<file path="src/rtl/input_debounce_pkg.sv">
// ============================================================================
// input_debounce_pkg : shared constants for the four-channel input debouncer
// Rev 1.0 - initial release
// ============================================================================
`default_nettype none

package input_debounce_pkg;

  localparam int NUM_CH = 4;

  localparam int CH_A = 3;
  localparam int CH_B = 2;
  localparam int CH_C = 1;
  localparam int CH_D = 0;

  localparam int DEBOUNCE_CYCLES_DEF = 16;
  localparam int SYNC_STAGES_DEF     = 2;

  function automatic int cnt_width(input int cycles);
    return $clog2(cycles + 1);
  endfunction

endpackage

`default_nettype wire

</file>
<file path="src/rtl/input_debounce_if.sv">
// ============================================================================
// input_debounce_if : raw lines in, debounced levels and edge pulses out
// Rev 1.0 - initial release (fall only with INPUT_DEBOUNCE_FALL_EN)
// ============================================================================
`default_nettype none

interface input_debounce_if;
  import input_debounce_pkg::*;

  logic [NUM_CH-1:0] raw;
  logic [NUM_CH-1:0] lvl;
  logic [NUM_CH-1:0] rise;
`ifdef INPUT_DEBOUNCE_FALL_EN
  logic [NUM_CH-1:0] fall;
`endif

  modport master (
    output raw,
    input  lvl,
    input  rise
`ifdef INPUT_DEBOUNCE_FALL_EN
    ,
    input  fall
`endif
  );

  modport slave (
    input  raw,
    output lvl,
    output rise
`ifdef INPUT_DEBOUNCE_FALL_EN
    ,
    output fall
`endif
  );

endinterface

`default_nettype wire

</file>
<file path="src/rtl/input_debounce_chan.sv">
// ============================================================================
// debounce_chan : synchronizer, stability counter, level and edge flops for
//                 one channel. Optional fall pulse: INPUT_DEBOUNCE_FALL_EN
// Rev 1.0 - initial release
// ============================================================================
`default_nettype none

module debounce_chan
  import input_debounce_pkg::*;
#(
  parameter int DEBOUNCE_CYCLES = DEBOUNCE_CYCLES_DEF,
  parameter int SYNC_STAGES     = SYNC_STAGES_DEF
) (
  input  logic clk,
  input  logic rst,
  input  logic raw_i,
  output logic lvl_o,
  output logic rise_o
`ifdef INPUT_DEBOUNCE_FALL_EN
  ,
  output logic fall_o
`endif
);

  localparam int              CNT_W   = cnt_width(DEBOUNCE_CYCLES);
  localparam logic [CNT_W-1:0] CNT_MAX = CNT_W'(DEBOUNCE_CYCLES - 1);

  logic [SYNC_STAGES-1:0] sync_q, sync_d;
  logic [CNT_W-1:0]       cnt_q, cnt_d;
  logic                   lvl_q, lvl_d;
  logic                   rise_q, rise_d;
`ifdef INPUT_DEBOUNCE_FALL_EN
  logic                   fall_q, fall_d;
`endif
  logic                   w_sync;

  assign sync_d = {sync_q[SYNC_STAGES-2:0], raw_i};
  assign w_sync = sync_q[SYNC_STAGES-1];

  // Any cycle where the synchronized input agrees with the level restarts the count.
  always_comb begin
    cnt_d  = '0;
    lvl_d  = lvl_q;
    rise_d = 1'b0;
`ifdef INPUT_DEBOUNCE_FALL_EN
    fall_d = 1'b0;
`endif
    if (w_sync != lvl_q) begin
      if (cnt_q == CNT_MAX) begin
        lvl_d  = ~lvl_q;
        rise_d = ~lvl_q;
`ifdef INPUT_DEBOUNCE_FALL_EN
        fall_d = lvl_q;
`endif
      end else begin
        cnt_d = cnt_q + CNT_W'(1);
      end
    end
  end

  always_ff @(posedge clk) begin
    if (rst) begin
      sync_q <= '0;
      cnt_q  <= '0;
      lvl_q  <= 1'b0;
      rise_q <= 1'b0;
`ifdef INPUT_DEBOUNCE_FALL_EN
      fall_q <= 1'b0;
`endif
    end else begin
      sync_q <= sync_d;
      cnt_q  <= cnt_d;
      lvl_q  <= lvl_d;
      rise_q <= rise_d;
`ifdef INPUT_DEBOUNCE_FALL_EN
      fall_q <= fall_d;
`endif
    end
  end

  assign lvl_o  = lvl_q;
  assign rise_o = rise_q;
`ifdef INPUT_DEBOUNCE_FALL_EN
  assign fall_o = fall_q;
`endif

endmodule

`default_nettype wire

</file>
<file path="src/rtl/input_debounce.sv">
// ============================================================================
// input_debounce : four independent debounced channels feeding the priority
//                  encoder (bit 3 = a ... bit 0 = d). Macro: INPUT_DEBOUNCE_FALL_EN
// Rev 1.0 - initial release
// ============================================================================
`default_nettype none

module input_debounce
  import input_debounce_pkg::*;
#(
  parameter int DEBOUNCE_CYCLES = DEBOUNCE_CYCLES_DEF,
  parameter int SYNC_STAGES     = SYNC_STAGES_DEF
) (
  input  logic             clk,
  input  logic             rst,
  input_debounce_if.slave  bus
);

  logic [NUM_CH-1:0] w_lvl;
  logic [NUM_CH-1:0] w_rise;
`ifdef INPUT_DEBOUNCE_FALL_EN
  logic [NUM_CH-1:0] w_fall;
`endif

  for (genvar i = 0; i < NUM_CH; i++) begin : g_ch
    debounce_chan #(
      .DEBOUNCE_CYCLES (DEBOUNCE_CYCLES),
      .SYNC_STAGES     (SYNC_STAGES)
    ) u_chan (
      .clk    (clk),
      .rst    (rst),
      .raw_i  (bus.raw[i]),
      .lvl_o  (w_lvl[i]),
      .rise_o (w_rise[i])
`ifdef INPUT_DEBOUNCE_FALL_EN
      ,
      .fall_o (w_fall[i])
`endif
    );
  end

  assign bus.lvl  = w_lvl;
  assign bus.rise = w_rise;
`ifdef INPUT_DEBOUNCE_FALL_EN
  assign bus.fall = w_fall;
`endif

endmodule

`default_nettype wire

</file>
<file path="src/flat_wrapper.sv">
// flat-port wrapper written by rule: the top's interface ports become plain ports
module input_debounce_flat import input_debounce_pkg::*;
#(
  parameter int DEBOUNCE_CYCLES = DEBOUNCE_CYCLES_DEF,
  parameter int SYNC_STAGES     = SYNC_STAGES_DEF
)
  (clk, rst, bus_raw, bus_lvl, bus_rise);
  input_debounce_if bus_i ();
  input  logic clk;
  input  logic rst;
  input wire logic [$bits(bus_i.raw)-1:0] bus_raw;
  output wire logic [$bits(bus_i.lvl)-1:0] bus_lvl;
  output wire logic [$bits(bus_i.rise)-1:0] bus_rise;
  assign bus_i.raw = bus_raw;
  assign bus_lvl = bus_i.lvl;
  assign bus_rise = bus_i.rise;
  input_debounce #(.DEBOUNCE_CYCLES(DEBOUNCE_CYCLES), .SYNC_STAGES(SYNC_STAGES)) u_core (.clk(clk), .rst(rst), .bus(bus_i));
endmodule
</file>
<file path="config.mk">
export PLATFORM = sky130hd
export DESIGN_NAME = input_debounce_flat
export DESIGN_NICKNAME = d
export VERILOG_FILES = /design/src/rtl/input_debounce_pkg.sv /design/src/rtl/input_debounce_if.sv /design/src/rtl/input_debounce_chan.sv /design/src/rtl/input_debounce.sv /design/src/flat_wrapper.sv
export SDC_FILE = /design/constraint.sdc
export NUM_CORES = 1
export LEC_CHECK = 0
export BUFFER_PORTS_ARGS = -buffer_cell sky130_fd_sc_hd__clkbuf_2
export CORE_MARGIN = 4
export CORE_UTILIZATION = 60
export DETAILED_ROUTE_END_ITERATION = 8
export HOLD_SLACK_MARGIN = 0.08
export PLACE_DENSITY = 0.92
export SLEW_MARGIN = 20
export SYNTH_ARGS = -nofsm -noshare
export SYNTH_HDL_FRONTEND = slang
export SYNTH_SLANG_ARGS = --single-unit
</file>
<file path="constraint.sdc">
create_clock -name clk -period 2.7 [get_ports clk]
set_clock_uncertainty 0.15 [all_clocks]
set_input_delay 0.54 -clock clk [delete_from_list [all_inputs] [get_ports clk]]
set_output_delay 0.54 -clock clk [all_outputs]
set_load 0.01 [all_outputs]
</file>
==> impl_metrics.yaml <==
global_route:
  grt_util_met1_pct: 14.3
  grt_max_degree: 21
  use_met2_pct: 21.6
  grt_overflow: 0
  grt_pass1_wl_mm: 3.20
  grt_use_met3_pct: 8.62
  track_usage_pct: 13.8
  busiest_layer: "met2"
  antenna_found_initial: 0
  grt_pass1_vias: 811
logic_synthesis:
  yosysWarnings: 0
  yosys.area.top_type: "dfxtp_1"
  synth_cell_types: 15
  ys_seq_area_share_pct: 53.6
  syn_area_um2: 1350
  synth_area_leaders: "dfxtp_1 54%, ha_1 7.4%, nor2_1 6.7%"
  synth_top_area_share_pct: 53.6
  synth_area_per_cell_um2: 10.7
  synth_edf_count: 0
  postSynthCellCount: 126
  synth_nets: 140
  synthArstFlopShare_pct: 0
  synthTopCellsByCount: "36 x dfxtp_1, 24 x nor2_1"
  synth.most_common_cell: "dfxtp_1"
  synth-seq-cells: 36
  ys.flop_type: "dfxtp_1"
critical_path:
  path_max_fanout: 5
  cp_data_required_time_ps: 2820
  cp.arrival_ps: 1830
  end_kind: "flop"
  crit_path_start_kind: "flop"
  critical_path_class: "reg -> reg"
clock_tree:
  htree_levels: 2
  cts_hold_buf: 0
  path_clk_slew_ps: 100
  cts-resized-gates: 0
  cts_made_buffers: 5
  root_buffer: "clkbuf_4"
  cts_tree: "built"
  postCtsSetupBuffers: 0
  clockBufferDepth: 2
  numClockSinks: 36
  insertion_delay_ps: 330
drt:
  avgViaCountPerCell: 4.96
  wire_per_inst_um: 11.2
  drt_first_pass_iters: 3
  drc: 0
  wl_mm: 1.83
  drt-initial-drc-count: 6
  num_vias: 808
  ant_nets: 0
floorplanning:
  start_util_pct: 65.9
  die-width_um: 55.3
  core_um2: 2040
  boundaryPins: 14
  die_area_um2: 3060
  die_h_um: 55.3
  rows: 16
placement:
  place_ws_ps: 988
  place_congestion: 0.664
  place_inst: 156
  io_buffers: 13
  place_area_um2: 1380
  dp_hpwl_mm: 1.32
pwr:
  peakVddDrop_mv: 0.471
  leakage_nw: 0.585
  p_per_area_nw_per_um2: 606
layout:
  final_cell_area_um2: 1440
  diodes: 0
  fin_cells: 163
  post-route-util_pct: 70.5
  fillerInstances: 162
  multiInputGateArea_um2: 526
  layout-drive-gt1-share_pct: 20.6
  syn_to_final_growth_pct: 7.07
  nets: 150
  seq_area_um2: 721
sta:
  max_freq_ghz: 0.585
  finalSetupViolCount: 0
  final-hold-violation-count: 0
  worst_slew_pin_slew_ps: 361
  fin_setup_tns_ps: 0
  drv_slew: 0
  max_slew_margin_pct: 75.9
  min_period_over_period_pct: 63.3
  rsz0062_at_grt: "no"
  fin_ws_ps: 991
  period_needed_ps: 1710
worst_hold_path:
  hp-class: "in -> reg"
run_status:
  outcome: "completed"
run:
  cap_violations: 0
[cells by family (layout without fill, tap and decap cells)]
family | Yosys count | after routing | synth area share [%]
adder cells (fa/ha/maj) | 8 | 8 | 7.44
flip-flops | 36 | 36 | 53.6
buffers and inverters | 18 | 28 | 7.35
XOR/XNOR | 12 | 12 | 7.81
AND/OR/NAND/NOR | 48 | 48 | 20.8
multiplexers | 4 | 4 | 2.98
[layout make-up]
type	instances	area share [%]
tap	27	2.35
sequential	36	50.0
multi-input combinational	72	36.5
timing repair buffer	13	4.52
inverter	8	2.09
clock buffer	7	4.52
[cells in the final DEF, fill, tap and decap left out]
master and count:
nor2b_1 8, and3_1 4, xor2_1 4, xnor2_1 8, clkbuf_4 5, or3_4 4
ha_1 8, dfxtp_1 36, mux2i_1 4, nor2_1 24, clkbuf_8 2, and4bb_2 4
inv_1 8, clkbuf_2 13, nand3_1 4
[registers in the layout (all words and copies together) (netlist names)]
| name | flops |
|---|---|
| u_core.g_ch.u_chan.rise_o | 4 |
| u_core.g_ch.u_chan.lvl_o | 4 |
| u_core.g_ch.u_chan.cnt_q | 20 |
| u_core.g_ch.u_chan.sync_q | 8 |
[through the flow]
step	hold WS, ps	power (W)
3_5_place_dp	274	0.000574
6_report	266	0.000873
2_1_floorplan	264	0.000568
5_1_grt	244	0.000916
3_3_place_gp	269	0.000573
4_1_cts	254	0.000881
[final timing paths]
kind | from | end | slack (ps) | cells after the start
worst max register to register | u_core.g_ch[1].u_chan.cnt_q[0] | u_core.g_ch[1].u_chan.cnt_q[3] | 990 | 5
worst max-delay path | u_core.g_ch[1].u_chan.cnt_q[0] | u_core.g_ch[1].u_chan.cnt_q[3] | 990 | 5
worst min-delay path | bus_raw[3] | u_core.g_ch[3].u_chan.sync_q[0] | 270 | 2
worst min register to register | u_core.g_ch[3].u_chan.sync_q[0] | u_core.g_ch[3].u_chan.sync_q[1] | 300 | 1
[critical path: stages (launching register included)]
cell and delay, ps:
dfxtp_1 340, ha_1 230, and3_1 190, ha_1 210
or3_4 420, nor2_1 120
[layer usage]
layer / vias to the layer above / part of all wire [%]
li1: 414 / -
met1: 370 / 44
met2: 20 / 49
met3: 4 / 5.9
met4: 0 / 1.4
met5: - / 0
[where the power goes]
group / internal (W) / switching [W] / leakage, nW
combinational: 0.0000105 / 0.00000941 / 0.256
sequential: 0.000538 / 0.00000395 / 0.292
clock: 0.000148 / 0.000164 / 0.0374
total: 0.000696 / 0.000177 / 0.585
(Power assumes the default switching activity.)
